===== src/rtl/vga_text_pkg.sv =====
// vga_text_pkg: geometry defaults, control codes and state/cursor-op enums for the text console.
// Latency: none (types and constants only).
// Backpressure: not applicable.
package vga_text_pkg;

   localparam int COLS_DEF      = 80;
   localparam int ROWS_DEF      = 30;
   localparam int WORDS_PER_ROW = COLS_DEF / 2;
   localparam int SCREEN_WORDS  = ROWS_DEF * WORDS_PER_ROW;

   localparam logic [7:0] CH_BS    = 8'h08;
   localparam logic [7:0] CH_LF    = 8'h0A;
   localparam logic [7:0] CH_FF    = 8'h0C;
   localparam logic [7:0] CH_CR    = 8'h0D;
   localparam logic [7:0] CH_SPACE = 8'h20;
   localparam logic [7:0] CH_DEL   = 8'h7F;

   typedef enum logic [2:0] {
      INIT_CLR,
      IDLE,
      CHAR_WR,
      SCR_RD,
      SCR_WR,
      ROW_CLR,
      FF_CLR
   } state_e;

   typedef enum logic [2:0] {
      CUR_NONE,
      CUR_ADV,
      CUR_LF,
      CUR_CR,
      CUR_BS,
      CUR_HOME
   } cur_op_e;

   // Bytes that produce a visible cell: 0x20..0x7E and the whole upper half.
   function automatic logic is_printable(input logic [7:0] b);
      return (b >= CH_SPACE) && (b != CH_DEL);
   endfunction

endpackage


===== src/rtl/vga_text_console_if.sv =====
// vga_text_console_if: byte stream into the console, one byte plus attribute per handshake.
// Latency: none (wires only).
// Backpressure: source holds in_valid/in_data/in_attr until in_ready is seen high.
interface vga_text_console_if;

   logic       in_valid;
   logic [7:0] in_data;
   logic [7:0] in_attr;
   logic       in_ready;

   modport master (output in_valid, output in_data, output in_attr, input in_ready);
   modport slave  (input in_valid, input in_data, input in_attr, output in_ready);

endinterface


===== src/rtl/text_cursor.sv =====
// text_cursor: row/col registers with advance+wrap, newline, carriage return, backspace and home.
// Latency: requested op takes effect on the next clock edge.
// Backpressure: none; overflow flags tell the FSM when a row step must become a scroll.
module text_cursor
   import vga_text_pkg::*;
#(
   parameter int COLS = COLS_DEF,
   parameter int ROWS = ROWS_DEF
) (
   input  logic       clk,
   input  logic       reset,
   input  cur_op_e    op,
   output logic [4:0] row,
   output logic [6:0] col,
   output logic       adv_ovf,
   output logic       lf_ovf
);

   localparam logic [4:0] LAST_ROW = 5'(ROWS - 1);
   localparam logic [6:0] LAST_COL = 7'(COLS - 1);

   logic [4:0] row_q, row_d;
   logic [6:0] col_q, col_d;

   assign row     = row_q;
   assign col     = col_q;
   // On the last row the row never moves; the FSM scrolls the picture instead.
   assign lf_ovf  = (row_q == LAST_ROW);
   assign adv_ovf = (col_q == LAST_COL) && (row_q == LAST_ROW);

   // Next cursor position for the requested operation.
   always_comb begin
      row_d = row_q;
      col_d = col_q;
      case (op)
         CUR_ADV: begin
            if (col_q == LAST_COL) begin
               col_d = 7'd0;
               if (row_q != LAST_ROW) row_d = row_q + 5'd1;
            end else begin
               col_d = col_q + 7'd1;
            end
         end
         CUR_LF: begin
            col_d = 7'd0;
            if (row_q != LAST_ROW) row_d = row_q + 5'd1;
         end
         CUR_CR: col_d = 7'd0;
         CUR_BS: if (col_q != 7'd0) col_d = col_q - 7'd1;
         CUR_HOME: begin
            row_d = 5'd0;
            col_d = 7'd0;
         end
         default: ;
      endcase
   end

   // Cursor registers.
   always_ff @(posedge clk) begin
      if (reset) begin
         row_q <= 5'd0;
         col_q <= 7'd0;
      end else begin
         row_q <= row_d;
         col_q <= col_d;
      end
   end

endmodule


===== src/rtl/vga_text_console.sv =====
// vga_text_console: byte stream to {attr,char} cells with LF/CR/BS/FF, line wrap and hardware scroll.
// Latency: printable byte written the cycle after accept; scroll 2360 cycles; full clears 1200 cycles.
// Backpressure: in_ready only in IDLE; a held in_valid waits out clears and scrolls.
module vga_text_console
   import vga_text_pkg::*;
#(
   parameter int         COLS         = COLS_DEF,
   parameter int         ROWS         = ROWS_DEF,
   parameter logic [7:0] DEFAULT_ATTR = 8'h07
) (
   input  logic               clk,
   input  logic               reset,
   vga_text_console_if.slave  in_if,
   output logic               fb_en,
   output logic [3:0]         fb_we,
   output logic [10:0]        fb_addr,
   output logic [31:0]        fb_wdata,
   input  logic [31:0]        fb_rdata,
   output logic [4:0]         cur_row,
   output logic [6:0]         cur_col,
   output logic               busy
);

   localparam logic [10:0] WPR        = 11'(COLS / 2);
   localparam logic [10:0] LAST_WORD  = 11'(ROWS * (COLS / 2) - 1);
   localparam logic [10:0] LAST_ROW_W = 11'((ROWS - 1) * (COLS / 2));

   state_e      state_q, state_d;
   logic [10:0] addr_q, addr_d;
   logic [7:0]  attr_q, attr_d;
   logic [7:0]  char_q, char_d;
   logic        wr_q, wr_d;      // CHAR_WR must write a cell
   logic        adv_q, adv_d;    // CHAR_WR must advance the cursor

   cur_op_e     cur_op;
   logic        adv_ovf, lf_ovf;
   logic [10:0] cell_addr;

   logic        rdy_c, busy_c, en_c;
   logic [3:0]  we_c;
   logic [10:0] addr_c;
   logic [31:0] wdata_c;

   text_cursor #(.COLS(COLS), .ROWS(ROWS)) u_cursor (
      .clk     (clk),
      .reset   (reset),
      .op      (cur_op),
      .row     (cur_row),
      .col     (cur_col),
      .adv_ovf (adv_ovf),
      .lf_ovf  (lf_ovf)
   );

   // Two cells share a word: even column in the low half, odd column in the high half.
   assign cell_addr = 11'(cur_row) * WPR + 11'(cur_col[6:1]);

   // While reset is held the port is quiet and the block reports busy.
   assign in_if.in_ready = rdy_c & ~reset;
   assign busy           = busy_c | reset;
   assign fb_en          = en_c & ~reset;
   assign fb_we          = reset ? 4'h0 : we_c;
   assign fb_addr        = reset ? 11'd0 : addr_c;
   assign fb_wdata       = reset ? 32'd0 : wdata_c;

   // Next-state, cursor command and frame-buffer port for each state.
   always_comb begin
      state_d = state_q;
      addr_d  = addr_q;
      attr_d  = attr_q;
      char_d  = char_q;
      wr_d    = wr_q;
      adv_d   = adv_q;
      cur_op  = CUR_NONE;
      rdy_c   = 1'b0;
      busy_c  = 1'b1;
      en_c    = 1'b0;
      we_c    = 4'h0;
      addr_c  = 11'd0;
      wdata_c = 32'd0;
      case (state_q)
         INIT_CLR: begin
            en_c    = 1'b1;
            we_c    = 4'hF;
            addr_c  = addr_q;
            wdata_c = {DEFAULT_ATTR, CH_SPACE, DEFAULT_ATTR, CH_SPACE};
            addr_d  = addr_q + 11'd1;
            if (addr_q == LAST_WORD) begin
               addr_d  = 11'd0;
               state_d = IDLE;
            end
         end
         IDLE: begin
            rdy_c  = 1'b1;
            busy_c = 1'b0;
            if (in_if.in_valid) begin
               attr_d  = in_if.in_attr;
               char_d  = (in_if.in_data == CH_BS) ? CH_SPACE : in_if.in_data;
               wr_d    = 1'b0;
               adv_d   = 1'b0;
               state_d = CHAR_WR;
               if (is_printable(in_if.in_data)) begin
                  wr_d  = 1'b1;
                  adv_d = 1'b1;
               end else begin
                  case (in_if.in_data)
                     CH_LF: begin
                        cur_op = CUR_LF;
                        if (lf_ovf) begin
                           addr_d  = WPR;
                           state_d = SCR_RD;
                        end
                     end
                     CH_CR: cur_op = CUR_CR;
                     CH_BS: begin
                        // Cursor steps back now, so CHAR_WR blanks the cell under the new cursor.
                        cur_op = CUR_BS;
                        wr_d   = (cur_col != 7'd0);
                     end
                     CH_FF: begin
                        cur_op  = CUR_HOME;
                        addr_d  = 11'd0;
                        state_d = FF_CLR;
                     end
                     default: ;
                  endcase
               end
            end
         end
         CHAR_WR: begin
            if (wr_q) begin
               en_c    = 1'b1;
               we_c    = cur_col[0] ? 4'b1100 : 4'b0011;
               addr_c  = cell_addr;
               wdata_c = {attr_q, char_q, attr_q, char_q};
            end
            state_d = IDLE;
            if (adv_q) begin
               cur_op = CUR_ADV;
               if (adv_ovf) begin
                  addr_d  = WPR;
                  state_d = SCR_RD;
               end
            end
         end
         SCR_RD: begin
            en_c    = 1'b1;
            addr_c  = addr_q;
            state_d = SCR_WR;
         end
         SCR_WR: begin
            en_c    = 1'b1;
            we_c    = 4'hF;
            addr_c  = addr_q - WPR;
            wdata_c = fb_rdata;
            if (addr_q == LAST_WORD) begin
               addr_d  = LAST_ROW_W;
               state_d = ROW_CLR;
            end else begin
               addr_d  = addr_q + 11'd1;
               state_d = SCR_RD;
            end
         end
         ROW_CLR, FF_CLR: begin
            en_c    = 1'b1;
            we_c    = 4'hF;
            addr_c  = addr_q;
            wdata_c = {attr_q, CH_SPACE, attr_q, CH_SPACE};
            addr_d  = addr_q + 11'd1;
            if (addr_q == LAST_WORD) begin
               addr_d  = 11'd0;
               state_d = IDLE;
            end
         end
         default: state_d = INIT_CLR;
      endcase
   end

   // State, word counter and latched byte.
   always_ff @(posedge clk) begin
      if (reset) begin
         state_q <= INIT_CLR;
         addr_q  <= 11'd0;
         attr_q  <= 8'd0;
         char_q  <= 8'd0;
         wr_q    <= 1'b0;
         adv_q   <= 1'b0;
      end else begin
         state_q <= state_d;
         addr_q  <= addr_d;
         attr_q  <= attr_d;
         char_q  <= char_d;
         wr_q    <= wr_d;
         adv_q   <= adv_d;
      end
   end

endmodule


===== src/flat_wrapper.sv =====
// flat-port wrapper written by rule: the top's interface ports become plain ports
module vga_text_console_flat import vga_text_pkg::*;
#(
   parameter int         COLS         = COLS_DEF,
   parameter int         ROWS         = ROWS_DEF,
   parameter logic [7:0] DEFAULT_ATTR = 8'h07
)
  (clk, reset, fb_en, fb_we, fb_addr, fb_wdata, fb_rdata, cur_row, cur_col, busy, in_if_in_valid, in_if_in_data, in_if_in_attr, in_if_in_ready);
  vga_text_console_if in_if_i ();
  input  logic clk;
  input  logic reset;
  output logic fb_en;
  output logic [3:0] fb_we;
  output logic [10:0] fb_addr;
  output logic [31:0] fb_wdata;
  input  logic [31:0] fb_rdata;
  output logic [4:0] cur_row;
  output logic [6:0] cur_col;
  output logic busy;
  input wire logic [$bits(in_if_i.in_valid)-1:0] in_if_in_valid;
  input wire logic [$bits(in_if_i.in_data)-1:0] in_if_in_data;
  input wire logic [$bits(in_if_i.in_attr)-1:0] in_if_in_attr;
  output wire logic [$bits(in_if_i.in_ready)-1:0] in_if_in_ready;
  assign in_if_i.in_valid = in_if_in_valid;
  assign in_if_i.in_data = in_if_in_data;
  assign in_if_i.in_attr = in_if_in_attr;
  assign in_if_in_ready = in_if_i.in_ready;
  vga_text_console #(.COLS(COLS), .ROWS(ROWS), .DEFAULT_ATTR(DEFAULT_ATTR)) u_core (.clk(clk), .reset(reset), .in_if(in_if_i), .fb_en(fb_en), .fb_we(fb_we), .fb_addr(fb_addr), .fb_wdata(fb_wdata), .fb_rdata(fb_rdata), .cur_row(cur_row), .cur_col(cur_col), .busy(busy));
endmodule

===== config.mk =====
export PLATFORM = sky130hd
export DESIGN_NAME = vga_text_console_flat
export DESIGN_NICKNAME = d
export VERILOG_FILES = /design/src/rtl/vga_text_pkg.sv /design/src/rtl/vga_text_console_if.sv /design/src/rtl/text_cursor.sv /design/src/rtl/vga_text_console.sv /design/src/flat_wrapper.sv
export SDC_FILE = /design/constraint.sdc
export NUM_CORES = 1
export LEC_CHECK = 0
export ABC_AREA = 1
export ABC_CLOCK_PERIOD_IN_PS = 5880
export CORE_UTILIZATION = 50
export CTS_BUF_LIST = sky130_fd_sc_hd__clkbuf_4 sky130_fd_sc_hd__clkbuf_8
export CTS_CLUSTER_SIZE = 16
export DETAILED_ROUTE_END_ITERATION = 6
export DONT_BUFFER_PORTS = 1
export GPL_ROUTABILITY_DRIVEN = 0
export SYNTH_ARGS = -nofsm -noshare
export SYNTH_HDL_FRONTEND = slang
export SYNTH_SLANG_ARGS = --single-unit
export TNS_END_PERCENT = 20

===== constraint.sdc =====
create_clock -name clk -period 5.88 [get_ports clk]
set_input_delay 0.294 -clock clk [delete_from_list [all_inputs] [get_ports clk]]
set_output_delay 0.294 -clock clk [all_outputs]
set_load 0.05 [all_outputs]

==> flow_metrics.tcl <==
set metrics [dict create \
    outcome "finished clean" \
    drcViolationCount 0 \
    synth_area_leaders "dfxtp_1 (23%), nand2_1 (13%), nor2_1 (12%), a21oi_1 (8.2%), inv_1 (6.7%)" \
    antenna_left 0 \
    path_max_fanout 7 \
    grt_start_max_net_pins 63 \
    antenna_found_initial 0 \
    fin_nets 698 \
    clock_skew_ps 15.0 \
    synth-main-ff-cell "dfxtp_1" \
    synth_nets 714 \
    p_per_area_nw_per_um2 146 \
    die_y_um 89.9 \
    crit_end "fb_addr[10]" \
    routed_via_density 5.50 \
    drtPass1Iterations 5 \
    wire_per_inst_um 14.2 \
    grt_usage_pct 25.9 \
    synth_common_cells "nand2_1 (129), nor2_1 (120), inv_1 (69), a21oi_1 (63), dfxtp_1 (44)" \
    ys_seq_area_share_pct 22.8 \
    vias 3997 \
    cts_max_path_buffers 2 \
    synth_edf_count 0 \
    syn_area_um2 3860 \
    num_rows 31 \
    r2r.worst_path.cells 8 \
    cts-root-buf "clkbuf_8" \
    maxSlewHeadroom_pct 20.4 \
    worst_slew_pin_slew_ps 1190 \
    h-tree-depth 2 \
    fin_crit_sh_pct 64.3 \
    synth_cell_types 40 \
    cp_data_arrival_time_ps 3490 \
    grt_pass1_wl_um 17500 \
    synth-seq-cells 44 \
    drt_iter0_drc 193 \
    post_cts_buffers 0 \
    routed_wl_um 10300 \
    max_freq_mhz 264 \
    placed_area_um2 3910 \
    yosysTopAreaCell "dfxtp_1" \
    power_mw 0.587 \
    ctsHoldBuffers 0 \
    synthArstFlopShare_pct 0 \
    worstSetupStartpoint "u_core.u_cursor.row[3]" \
    finalCriticalPeriod_ps 3780 \
    finalHoldViolCount 0 \
    yosysMostFrequentCell "nand2_1" \
    cts_tree "done" \
    hpwl_um 7870 \
    die_w_um 89.9 \
    timing.rr.end "u_core.addr_q[5]" \
    yosys_warnings 0 \
    cts_buffers 5 \
    ctsResizeCount 0 \
    rsz0062_at_grt "false" \
    syn_avg_cell_area_um2 6.01 \
    io_pins 113 \
    tns_ps 0 \
    grt_pass1_vias 3721 \
    path_clk_slew_ps 90 \
    peakVddDrop_v 0.000108 \
    slew_violations 0 \
    synthCells 643 \
    dieArea_um2 8080 \
    core_um2 7370 \
    final_cell_area_um2 4020 \
    hold_path.class "in2reg" \
    io_buffers 0 \
    maxCapViolCount 0 \
    leakagePower_nw 1.71 \
    reg2reg_from "u_core.u_cursor.col[1]" \
    ff2ff_setup_slack_ps 2920 \
    clkLatencyLatePin_ps 310 \
    yosysTopAreaCellShare_pct 22.8 \
    required_ps 5590 \
    finalSetupViolations 0 \
    drive_above_1_share_pct 6.69 \
    syn2layout_area_growth_pct 4.11 \
    start_util_pct 52.4 \
    start_kind "register" \
    antenna-diode-count 0 \
    crit_type "reg2out" \
    worst_setup_path_end_kind "primary output" \
    globalRouteOverflowTotal 0 \
    cts_sinks 44 \
]
cells by family after synthesis:
| kind of cell | share of synthesized area, % |
|---|---|
| flops | 22.8 |
| xor+xnor | 3.63 |
| compound gates | 20.4 |
| fa+ha+maj | 7.06 |
| buf+inv | 10.4 |
| simple gates | 35.7 |
where the power goes:
group / internal, mW / switching, mW / total [mW]
registers: 0.299 / 0.00197 / 0.301
logic: 0.00890 / 0.0338 / 0.0427
clock network: 0.128 / 0.115 / 0.243
total: 0.436 / 0.151 / 0.587
worst max-delay path, stage by stage (launching register included):
cell and delay, ps:
dfxtp_1 780, ha_1 360, ha_1 210, inv_1 70
fa_1 460, nor2_1 150, nand2_1 80, o21ai_0 170
nand2_1 70, a21oi_1 830
cell type report:
class	count	area (um2)
clock buffers	5	68.8
repair buffers	4	30.0
flip-flops and latches	44	881
inverters	74	280
well taps	99	124
clock inverters	3	47.5
fillers	816	3350
multi-input cells	498	2590
metrics by stage:
step / hold WS (ps) / util (%) / std cells / worst slack (ps)
after global placement: 370 / 53.0 / 719 / 2480
final: 55.8 / 54.6 / 727 / 2100
after detailed placement: 371 / 53.0 / 719 / 2470
after CTS: 36.2 / 54.6 / 727 / 2110
after global routing: 32.4 / 54.6 / 727 / 1920
after floorplan: 429 / - / 643 / 2650
sequential cells by signal (all words and copies together) (netlist names):
name                 flops
u_core.addr_q           11
u_core.adv_q             1
u_core.attr_q            8
u_core.char_q            8
u_core.state_q           3
u_core.u_cursor.col      7
u_core.u_cursor.row      5
u_core.wr_q              1
worst min-delay path by stage:
stage,start,to,slack [ps],cells after the start
floorplan,in_if_in_attr[4],u_core.attr_q[4],430,2
global placement,reset,u_core.addr_q[8],370,1
detailed placement,reset,u_core.addr_q[6],370,1
CTS,reset,u_core.state_q[2],40,1
global route,reset,u_core.state_q[2],30,1
finish,reset,u_core.state_q[1],60,1
placed cells by master (no fill, tap or decap), types with 3 or more instances in the layout:
cell type and n:
or2_2 6, o21ai_1 6, ha_1 17, dfxtp_1 44
a22oi_1 7, inv_1 69, a211oi_1 4, o21ai_0 36
nand4_1 5, buf_4 4, xor2_1 12, inv_2 4
nor3_1 10, clkbuf_8 5, o2111ai_1 3, a21oi_2 4
nand3_1 40, nand2_1 129, a21oi_1 61, nor2_2 3
xnor2_1 4, a31oi_1 9, fa_1 3, nand2_2 5
nor2_1 119
layer usage:
metal / part of all wire (%) / global-route usage, % / vias up / wire (um)
met2: 47 / 44.3 / 109 / 4860
met1: 47 / 34.6 / 1813 / 4840
met3: 5.2 / 4.15 / 10 / 537
met4: 1.1 / 5.11 / 0 / 109
li1: - / - / 2065 / -
met5: 0 / 0 / - / 0
(Power assumes the default switching activity.)
